## config.mk

```make
export PLATFORM = sky130hd
export DESIGN_NAME = alu_seq
export DESIGN_NICKNAME = d
export VERILOG_FILES = /design/src/rtl/alu_seq.sv
export SDC_FILE = /design/constraint.sdc
export NUM_CORES = 1
export LEC_CHECK = 0
export CAP_MARGIN = 5
export CORE_UTILIZATION = 49
export DETAILED_ROUTE_END_ITERATION = 16
export PLACE_DENSITY = 0.67
export SYNTH_ARGS = -nofsm -noshare
export SYNTH_HDL_FRONTEND = slang
export SYNTH_SLANG_ARGS = --single-unit
export TNS_END_PERCENT = 10
```

## constraint.sdc

```tcl
create_clock -name clk -period 2.8 [get_ports clk]
set_input_delay 0.42 -clock clk [delete_from_list [all_inputs] [get_ports clk]]
set_output_delay 0.42 -clock clk [all_outputs]
set_load 0.005 [all_outputs]
```

## src/rtl/alu_seq.sv

```systemverilog
`default_nettype none
// ============================================================================
// Module   : alu_seq
// Purpose  : Sequential ALU with a valid/ready request port and a
//            valid/ready result port. ADD/SUB/AND/OR/XOR/SLT/SLL complete on
//            the accept edge. MUL runs as an iterative shift-add over
//            DATA_WIDTH cycles. Results and flags are registered and held
//            stable while the consumer stalls.
// Ports    : clk, rst_n              - clock, async active-low reset
//            src_a, src_b, operation - request operands/opcode (sampled on accept)
//            in_valid / in_ready     - request handshake
//            alu_result, *_flag      - registered result and status flags
//            out_valid / out_ready   - result handshake
// Revision : 1.0 - initial release
// ============================================================================
module alu_seq #(
  parameter int DATA_WIDTH    = 4,
  parameter int OPCODE_LENGTH = 3
) (
  input  logic                     clk,
  input  logic                     rst_n,
  input  logic [DATA_WIDTH-1:0]    src_a,
  input  logic [DATA_WIDTH-1:0]    src_b,
  input  logic [OPCODE_LENGTH-1:0] operation,
  input  logic                     in_valid,
  output logic                     in_ready,
  output logic [DATA_WIDTH-1:0]    alu_result,
  output logic                     zero_flag,
  output logic                     carry_flag,
  output logic                     negative_flag,
  output logic                     overflow_flag,
  output logic                     out_valid,
  input  logic                     out_ready
);

  localparam int W  = DATA_WIDTH;
  localparam int SW = $clog2(DATA_WIDTH);

  localparam logic [1:0] ST_IDLE     = 2'd0;
  localparam logic [1:0] ST_MUL_BUSY = 2'd1;
  localparam logic [1:0] ST_DONE     = 2'd2;

  localparam logic [OPCODE_LENGTH-1:0] OP_ADD = 3'b000;
  localparam logic [OPCODE_LENGTH-1:0] OP_SUB = 3'b001;
  localparam logic [OPCODE_LENGTH-1:0] OP_AND = 3'b010;
  localparam logic [OPCODE_LENGTH-1:0] OP_OR  = 3'b011;
  localparam logic [OPCODE_LENGTH-1:0] OP_XOR = 3'b100;
  localparam logic [OPCODE_LENGTH-1:0] OP_SLT = 3'b101;
  localparam logic [OPCODE_LENGTH-1:0] OP_SLL = 3'b110;
  localparam logic [OPCODE_LENGTH-1:0] OP_MUL = 3'b111;

  // Bit counter value on the final multiply step.
  localparam logic [SW-1:0] CNT_LAST = SW'(W - 1);

  logic [1:0]     state_q, state_d;
  logic           w_accept;
  logic           w_is_mul;

  // Single-cycle datapath
  logic [W:0]     w_sum;
  logic [W:0]     w_diff;
  logic [W-1:0]   w_res;
  logic           w_carry;
  logic           w_ovf;

  // Iterative multiplier
  logic [2*W-1:0] mcand_q;
  logic [W-1:0]   mplier_q;
  logic [2*W-1:0] acc_q;
  logic [SW-1:0]  cnt_q;
  logic [2*W-1:0] w_acc_next;
  logic           w_mul_last;

  // Registered outputs
  logic [W-1:0]   result_q;
  logic           zero_q;
  logic           carry_q;
  logic           neg_q;
  logic           ovf_q;

  assign w_accept   = in_valid && in_ready;
  assign w_is_mul   = (operation == OP_MUL);
  assign w_mul_last = (state_q == ST_MUL_BUSY) && (cnt_q == CNT_LAST);

  // One partial product per cycle; the multiplicand shifts left as the
  // multiplier shifts right, so only bit 0 of the multiplier is inspected.
  assign w_acc_next = acc_q + (mplier_q[0] ? mcand_q : '0);

  // --------------------------------------------------------------------------
  // FSM: state register
  // --------------------------------------------------------------------------
  always_ff @(posedge clk or negedge rst_n) begin
    if (!rst_n) begin
      state_q <= ST_IDLE;
    end else begin
      state_q <= state_d;
    end
  end

  // --------------------------------------------------------------------------
  // FSM: next state
  // --------------------------------------------------------------------------
  always_comb begin
    state_d = state_q;
    case (state_q)
      ST_IDLE: begin
        if (w_accept) begin
          state_d = w_is_mul ? ST_MUL_BUSY : ST_DONE;
        end
      end
      ST_MUL_BUSY: begin
        if (w_mul_last) begin
          state_d = ST_DONE;
        end
      end
      ST_DONE: begin
        // Back-to-back: a new request can be taken as the result is consumed.
        if (w_accept) begin
          state_d = w_is_mul ? ST_MUL_BUSY : ST_DONE;
        end else if (out_ready) begin
          state_d = ST_IDLE;
        end
      end
      default: state_d = ST_IDLE;
    endcase
  end

  // --------------------------------------------------------------------------
  // FSM: outputs
  // --------------------------------------------------------------------------
  always_comb begin
    in_ready  = 1'b0;
    out_valid = 1'b0;
    case (state_q)
      ST_IDLE: begin
        in_ready = 1'b1;
      end
      ST_DONE: begin
        out_valid = 1'b1;
        in_ready  = out_ready;
      end
      default: begin
        in_ready  = 1'b0;
        out_valid = 1'b0;
      end
    endcase
  end

  // --------------------------------------------------------------------------
  // Single-cycle operations, evaluated on the live request inputs so the
  // result can be captured on the accept edge.
  // --------------------------------------------------------------------------
  always_comb begin
    w_sum   = {1'b0, src_a} + {1'b0, src_b};
    w_diff  = {1'b0, src_a} - {1'b0, src_b};
    w_res   = '0;
    w_carry = 1'b0;
    w_ovf   = 1'b0;
    case (operation)
      OP_ADD: begin
        w_res   = w_sum[W-1:0];
        w_carry = w_sum[W];
        w_ovf   = (src_a[W-1] == src_b[W-1]) && (w_sum[W-1] != src_a[W-1]);
      end
      OP_SUB: begin
        w_res   = w_diff[W-1:0];
        w_carry = w_diff[W];  // borrow out of the zero-extended subtraction
        w_ovf   = (src_a[W-1] != src_b[W-1]) && (w_diff[W-1] != src_a[W-1]);
      end
      OP_AND: w_res = src_a & src_b;
      OP_OR:  w_res = src_a | src_b;
      OP_XOR: w_res = src_a ^ src_b;
      OP_SLT: w_res = {{(W-1){1'b0}}, ($signed(src_a) < $signed(src_b))};
      OP_SLL: w_res = src_a << src_b[SW-1:0];
      default: begin
        w_res   = '0;
        w_carry = 1'b0;
        w_ovf   = 1'b0;
      end
    endcase
  end

  // --------------------------------------------------------------------------
  // Datapath registers
  // --------------------------------------------------------------------------
  always_ff @(posedge clk or negedge rst_n) begin
    if (!rst_n) begin
      mcand_q  <= '0;
      mplier_q <= '0;
      acc_q    <= '0;
      cnt_q    <= '0;
      result_q <= '0;
      zero_q   <= 1'b0;
      carry_q  <= 1'b0;
      neg_q    <= 1'b0;
      ovf_q    <= 1'b0;
    end else if (w_accept) begin
      if (w_is_mul) begin
        mcand_q  <= {{W{1'b0}}, src_a};
        mplier_q <= src_b;
        acc_q    <= '0;
        cnt_q    <= '0;
      end else begin
        result_q <= w_res;
        zero_q   <= (w_res == '0);
        carry_q  <= w_carry;
        neg_q    <= w_res[W-1];
        ovf_q    <= w_ovf;
      end
    end else if (state_q == ST_MUL_BUSY) begin
      acc_q    <= w_acc_next;
      mcand_q  <= mcand_q << 1;
      mplier_q <= mplier_q >> 1;
      cnt_q    <= cnt_q + SW'(1);
      // The last step folds in the final partial product and publishes it.
      if (w_mul_last) begin
        result_q <= w_acc_next[W-1:0];
        zero_q   <= (w_acc_next[W-1:0] == '0);
        carry_q  <= |w_acc_next[2*W-1:W];
        neg_q    <= w_acc_next[W-1];
        ovf_q    <= 1'b0;
      end
    end
  end

  assign alu_result    = result_q;
  assign zero_flag     = zero_q;
  assign carry_flag    = carry_q;
  assign negative_flag = neg_q;
  assign overflow_flag = ovf_q;

endmodule
`default_nettype wire

```

==> impl_results.md, run 1 <==
- Root Buffer: clkbuf_8
- ANT cells: 0
- Layout net count: 366
- Die X: 72.8 microns
- Placer Congestion: 0.856
- FILL cells: 431
- Rel. slew slack: 0.531
- Die area: 5300 sq um
- Max-Cap Viols: 0
- Initial cell density of the core: 0.513
- H-tree depth: 2
- Post-detail-place hpwl: 4610 microns
- Worst VDD drop: 388 uV
- Leading area contributor after synthesis: dfrtp_1
- Final global-route overflow total: 0
- Cts hold-fix bufs: 0
- RSZ-0062 raised after global routing: false
- Worst Max-Slew Pin Slew: 0.701 ns
- Flops & latches, synth: 31
- Share of layout cells above drive strength 1: 0.152
- Via/cell ratio: 5.55
- Post-route DRC: 0
- P&R area growth vs syn: 23.1%
- Place WS: -0.105 ns
- Worst Path Required: 3.00 ns
- Cell Int Power: 1.37 mW
- Crit-path slowest cell: clkdlybuf4s50_1
- DR vias: 2191
- Syn_nets: 318
- Main synth FF type: dfrtp_1
- PwrDens: 741 nW/um^2
- Slew Limit Fails: 0
- Sequential share of power: 0.337
- First-pass GRT wire length: 9920 microns
- Synth area leaders: dfrtp_1 (32%), ha_1 (11%), nand2_1 (7.6%)
- FFs w/ async S/R, synth: 1.00
- Outcome: complete, no violations
- CP Capture Type: flop
- Setup TNS: 0 ns
- Inst Count DP: 387
- Worst-path clk slew: 0.07 ns
- Fin crit period: 2.59 ns
- Row count: 25
- Skew-Pair Late Insertion Delay: 0.28 ns
- Post-CTS setup buffers: 0
- Final worst-path cycle share: 0.925
- Hold Path Class: flop to flop
- GRT Util Overall: 0.244
- TritonCTS clock tree: yes
- Final Hold Vio Count: 0
- Final core utilization: 0.632
- Multi-input logic area: 1540 sq um
- Crit path launch type: primary input
- Critical Path AT: 2.79 ns
- I/O pin cnt: 25
- Die Span Y: 72.8 microns
- CTS Buf Count: 5
- Final Non-Filler Cells: 395
- Register area: 776 sq um
- Max Root-Sink Buffers: 2
- Clk network pwr share: 0.179
- Sequential-to-total area share from yosys stat: 0.316
- CTS sink cnt: 31
- Sw Share: 0.387
- Worst-path fanout max: 3
- Post-Route Skew: 0.00540 ns
- Setup violations, final: 0
- WL/cell: 15.1 microns
- Power consumption: 2.24 mW
- Netlist Area Pre-Place: 2460 sq um
- Routed Antenna Nets: 0
- Synth top area share: 0.316
- EDFF count, synth: 0
- Drt pass-1 iters: 4
- Number of global-route vias before repair: 2145
- Initial DRC Count: 183
- Largest net degree at the start of global routing: 32
- Max stage delay on crit path: 0.50 ns
- Initial antenna violation count: 0
- CORE AREA: 4790 sq um
- Crit Path Class: primary input to flop
- Critical path cell sequence: clkdlybuf4s50_1 -> inv_1 -> ha_1 -> fa_1 -> o21bai_2 -> o2111ai_1 -> a32oi_1 -> or4b_1 -> o21ai_1
- Post-CTS sizing: 0
- Synth warn: 0
- Switch Pwr: 0.868 mW
- Port Buf Inserts: 24
- Synth cell types: 62
- Mapped Cells: 279
- Max Fclk: 0.386 GHz
- Post-Syn Area per Cell: 8.80 sq um
- Pleak: 1.43 nW
- Post-route worst setup slack: 0.211 ns
- Logic pwr share: 0.484
- Total wire length: 5950 microns
per-stage QoR:
step | cell area, sq um | hold slack, ns
6_report | 3020 | 0.480
5_1_grt | 3020 | 0.514
4_1_cts | 3020 | 0.488
3_5_place_dp | 2920 | 0.472
3_3_place_gp | 2920 | 0.460
2_1_floorplan | 2460 | 0.124
power groups by stage:
stage	Sequential [mW]	Clock (mW)	Combinational (mW)
6_report	0.755	0.402	1.09
5_1_grt	0.781	0.426	1.21
4_1_cts	0.758	0.407	1.08
3_5_place_dp	0.767	0	1.07
3_3_place_gp	0.759	0	1.05
2_1_floorplan	0.733	0	0.739
cells in the mapped netlist (2+ instances only):
cell type  instances
a21oi_1            7
nand2b_1           4
mux2i_1            4
and3_1             2
buf_2              4
o21ai_0           20
o2111ai_1          2
inv_1             16
a211o_1            2
a21o_1             4
nor3b_1            2
nor2_1            17
nand3_1            2
and2_1             8
nand2_1           50
o211ai_1           2
and3b_1            2
xnor2_1            2
clkbuf_1           5
ha_1              21
o22ai_1            9
a2111oi_0          2
fa_1               3
a31oi_1            7
or4_1              2
o21bai_1           3
dfrtp_1           31
xor2_1             5
a211oi_1           5
a22oi_1            2
a221o_1            2
buf_6              2
kinds of logic after synthesis:
group,after synthesis,share of synthesized area
buffers and inverters,29,0.0606
xor gates and xnor gates,7,0.0250
AOI/OAI and AO/OA,80,0.225
and+or+nand+nor,100,0.202
DFF,31,0.316
adders and majority gates,24,0.131
muxes,8,0.0408
state kept, by name, indices dropped and copies added, names as in the netlist:
| name | count |
|---|---|
| acc_q | 8 |
| mcand_q | 8 |
| alu_result | 4 |
| mplier_q | 4 |
| cnt_q | 2 |
| state_q | 2 |
| carry_flag | 1 |
| overflow_flag | 1 |
| zero_flag | 1 |
final cells by class:
| class | count | area share |
|---|---|---|
| clock inverters | 1 | 0.00248 |
| clock buffers | 7 | 0.0319 |
| flip-flops and latches | 31 | 0.257 |
| multi-input cells | 219 | 0.508 |
| inverters | 16 | 0.0199 |
| well taps | 67 | 0.0277 |
| repair buffers | 54 | 0.154 |
worst max-delay path, delay by kind of cell:
family | cells | cell delay (ns)
and+or+nand+nor | 1 | 0.45
buffers and inverters | 2 | 0.58
adders and majority gates | 2 | 0.65
AOI/OAI and AO/OA | 4 | 0.67
worst paths after layout:
kind / cells after the start / slack [ns] / endpoint / from
max in group asynchronous: 2 / 1.98 / carry_flag / rst_n
setup / recovery: 9 / 0.21 / zero_flag / src_a[0]
min in group asynchronous: 2 / 0.52 / mcand_q[7] / rst_n
hold reg to reg: 1 / 0.48 / alu_result[0] / alu_result[0]
hold / removal: 1 / 0.48 / alu_result[0] / alu_result[0]
setup reg to reg: 7 / 0.42 / zero_flag / mplier_q[0]
routing by layer:
metal  share of wire  global-route usage  wire [microns]
met1            0.45               0.328            2700
met2            0.47               0.391            2810
met4           0.024               0.102             140
met5               0                   0               0
met3           0.050              0.0387             300
layout by cell type, fill, tap and decap left out, types with 3 or more instances in the layout:
master	count
nand2_1	50
dfrtp_1	31
buf_4	30
clkdlybuf4s50_1	24
ha_1	21
o21ai_0	20
nor2_1	17
inv_1	16
o22ai_1	9
and2_1	8
a31oi_1	7
a21oi_1	7
clkbuf_8	7
a211oi_1	5
xor2_1	5
nand2b_1	4
a21o_1	4
mux2i_1	4
fa_1	3
Power figures use the tool's default switching activity.
==> run 2: changes to the inputs <==
Settings changed: ABC_AREA from default to 1, SETUP_SLACK_MARGIN from default to 0.3.
==> run 2 against run 1 <==
  * Clock skew is essentially flat
  * Total power shrank 0.11%
  * Sequential power grew 2%
  * Maximum frequency is 12% higher
  * Routed wire length down 8.5%
  * Critical endpoint unchanged
  * Largest cell class unchanged
  * Largest power group unchanged
  * Highest routed layer unchanged
==> impl_results.md, run 2 <==
- Outcome: complete, no violations
- First-pass GRT wire length: 9280 microns
- H-tree depth: 2
- Pleak: 1.55 nW
- Drt pass-1 iters: 4
- Port Buf Inserts: 24
- Main synth FF type: dfrtp_1
- Final instance area: 2890 sq um
- Most common cell in the netlist: nand2_1
- Multi-input logic area: 1410 sq um
- Post-Route Skew: 0.00579 ns
- Post-route worst setup slack: 0.492 ns
- Post-synthesis xor/xnor area fraction: 0.0180
- Commonest non-fill, non-tap cells in the layout: nand2_1 (105), inv_1 (48), nand3_1 (33)
- Post-route DRC: 0
- Final Hold Vio Count: 0
- FFs w/ async S/R, synth: 1.00
- Rel. slew slack: 0.685
- Routed Antenna Nets: 0
- Hold-critical path depth: 2
- Syn_nets: 388
- Die Span Y: 72.5 microns
- Worst Max-Slew Pin Slew: 0.469 ns
- Register area: 776 sq um
- Hold Path Class: flop to flop
- CTS Buf Count: 5
- EDFF count, synth: 0
- Final global-route overflow total: 0
- Synth area leaders: dfrtp_1 (32%), nand2_1 (16%), ha_1 (11%)
- Die X: 72.5 microns
- Setup TNS: 0 ns
- Initial cell density of the core: 0.512
- P&R area growth vs syn: 18.7%
- Placed Area: 2770 sq um
- Largest family of logic cells by synthesized area: simple AND/OR/NAND/NOR gates
- CTS sink cnt: 31
- Commonest cells post-synth: nand2_1 (105), inv_1 (48), nand3_1 (33)
- Share of layout cells above drive strength 1: 0.0868
- Number of global-route vias before repair: 2062
- Post-Syn Area per Cell: 6.98 sq um
- Final worst-path cycle share: 0.824
- Hold Path Origin: carry_flag
- CP Capture Type: flop
- Post-detail-place hpwl: 4270 microns
- Crit Path Class: primary input to flop
- Max-Cap Viols: 0
- Layout net count: 418
- Worst R2R End: carry_flag
- Total wire length: 5440 microns
- Place WS: 0.228 ns
- Skew-Pair Late Insertion Delay: 0.28 ns
- Worst-path clk slew: 0.06 ns
- Synth warn: 0
- Worst VDD drop: 466 uV
- DR vias: 2257
- Largest registers: acc_q: 8 flops, mcand_q: 8 flops
- Compound-Gate Fraction of Synth Area: 0.104
- Most common cell after layout, fill and taps aside: nand2_1
- PwrDens: 774 nW/um^2
- Worst R2R Setup Slack: 0.62 ns
- Max Root-Sink Buffers: 2
- Adder-Cell Fraction of Synth Area: 0.133
- Max Fclk: 0.433 GHz
- TritonCTS clock tree: yes
- Synth top area share: 0.318
- Largest net degree at the start of global routing: 32
- Post-Synth Simple-Gate Area: 0.320
- Worst-path fanout max: 4
- Initial antenna violation count: 0
- Root Buffer: clkbuf_8
- Die area: 5260 sq um
- Setup violations, final: 0
- Row count: 25
- Placer Congestion: 0.934
- Mapped Cells: 349
- ANT cells: 0
- Sequential-to-total area share from yosys stat: 0.318
- Hold Path End: carry_flag
- GRT Util Overall: 0.230
- Launch point of the worst reg-to-reg path: mplier_q[0]
- RSZ-0062 raised after global routing: true
- Leading area contributor after synthesis: dfrtp_1
- I/O pin cnt: 25
- Slew Limit Fails: 0
- FILL cells: 452
- WL/cell: 12.2 microns
- Initial DRC Count: 176
- Critical Path AT: 2.51 ns
- Cts hold-fix bufs: 0
- Via/cell ratio: 5.05
- Worst Path Required: 3.00 ns
- Flops & latches, synth: 31
- Crit path launch type: primary input
- Mux cell area share after synthesis: 0
- Synth cell types: 31
- CORE AREA: 4750 sq um
- Netlist Area Pre-Place: 2440 sq um
- Fin crit period: 2.31 ns
- Worst reg-to-reg path cell count: 12
-- run 2: timing repair --
action	in CTS	in global routing
endpoints found under the setup margin	0	2
buffers inserted	0	0
endpoints found under the hold margin	0	0
gates resized for setup	0	2
-- run 2: worst max-delay path, cell delays in order --
cell,delay [ns]
clkdlybuf4s50_1,0.54
inv_1,0.09
ha_1,0.23
fa_1,0.39
nand2_1,0.09
nand2_1,0.06
nand2_1,0.07
nand3_1,0.07
nor2_1,0.21
nand2_1,0.08
nor2_1,0.08
nand2_1,0.05
a21oi_1,0.12
-- run 2: metrics by stage --
stage / power, mW / std cells / hold slack (ns) / util
2_1_floorplan: 1.45 / 349 / 0.124 / -
3_3_place_gp: 1.76 / 439 / 0.462 / 0.582
3_5_place_dp: 1.78 / 439 / 0.464 / 0.582
4_1_cts: 2.24 / 447 / 0.482 / 0.607
5_1_grt: 2.45 / 447 / 0.508 / 0.608
6_report: 2.24 / 447 / 0.478 / 0.608
-- run 2: final cells by class --
type                            instances  share of cell area
Clock buffer                            6              0.0285
Clock inverter                          2              0.0121
Inverter                               53              0.0696
Multi-Input combinational cell        255               0.486
Sequential cell                        31               0.268
Tap cell                               67              0.0290
Timing Repair Buffer                   33               0.106
-- run 2: worst max-delay path by stage --
stage	end	start	depth (start not counted)	slack [ns]
2_1_floorplan	carry_flag	mplier_q[0]	13	0.86
3_3_place_gp	alu_result[3]	src_a[2]	13	0.22
3_5_place_dp	zero_flag	src_a[0]	13	0.23
4_1_cts	zero_flag	src_a[0]	13	0.51
5_1_grt	zero_flag	src_a[0]	13	0.27
6_report	zero_flag	src_a[0]	13	0.49
-- run 2: logic make-up after synthesis --
logic type      Yosys count
flops                    31
simple gates            183
buf+inv                  63
fa+ha+maj                24
xor+xnor                  5
compound gates           43
-- run 2: per-layer routing --
layer	track usage	up-vias	wire [microns]
li1	-	1176	-
met1	0.322	1025	2840
met2	0.360	50	2340
met3	0.0403	6	199
met4	0.0741	0	67
met5	0	-	0
-- run 2: report_power, final --
group          total (mW)  internal (mW)  switching, mW
Clock               0.460          0.288          0.173
Sequential          0.767          0.633          0.134
Combinational        1.01          0.453          0.559
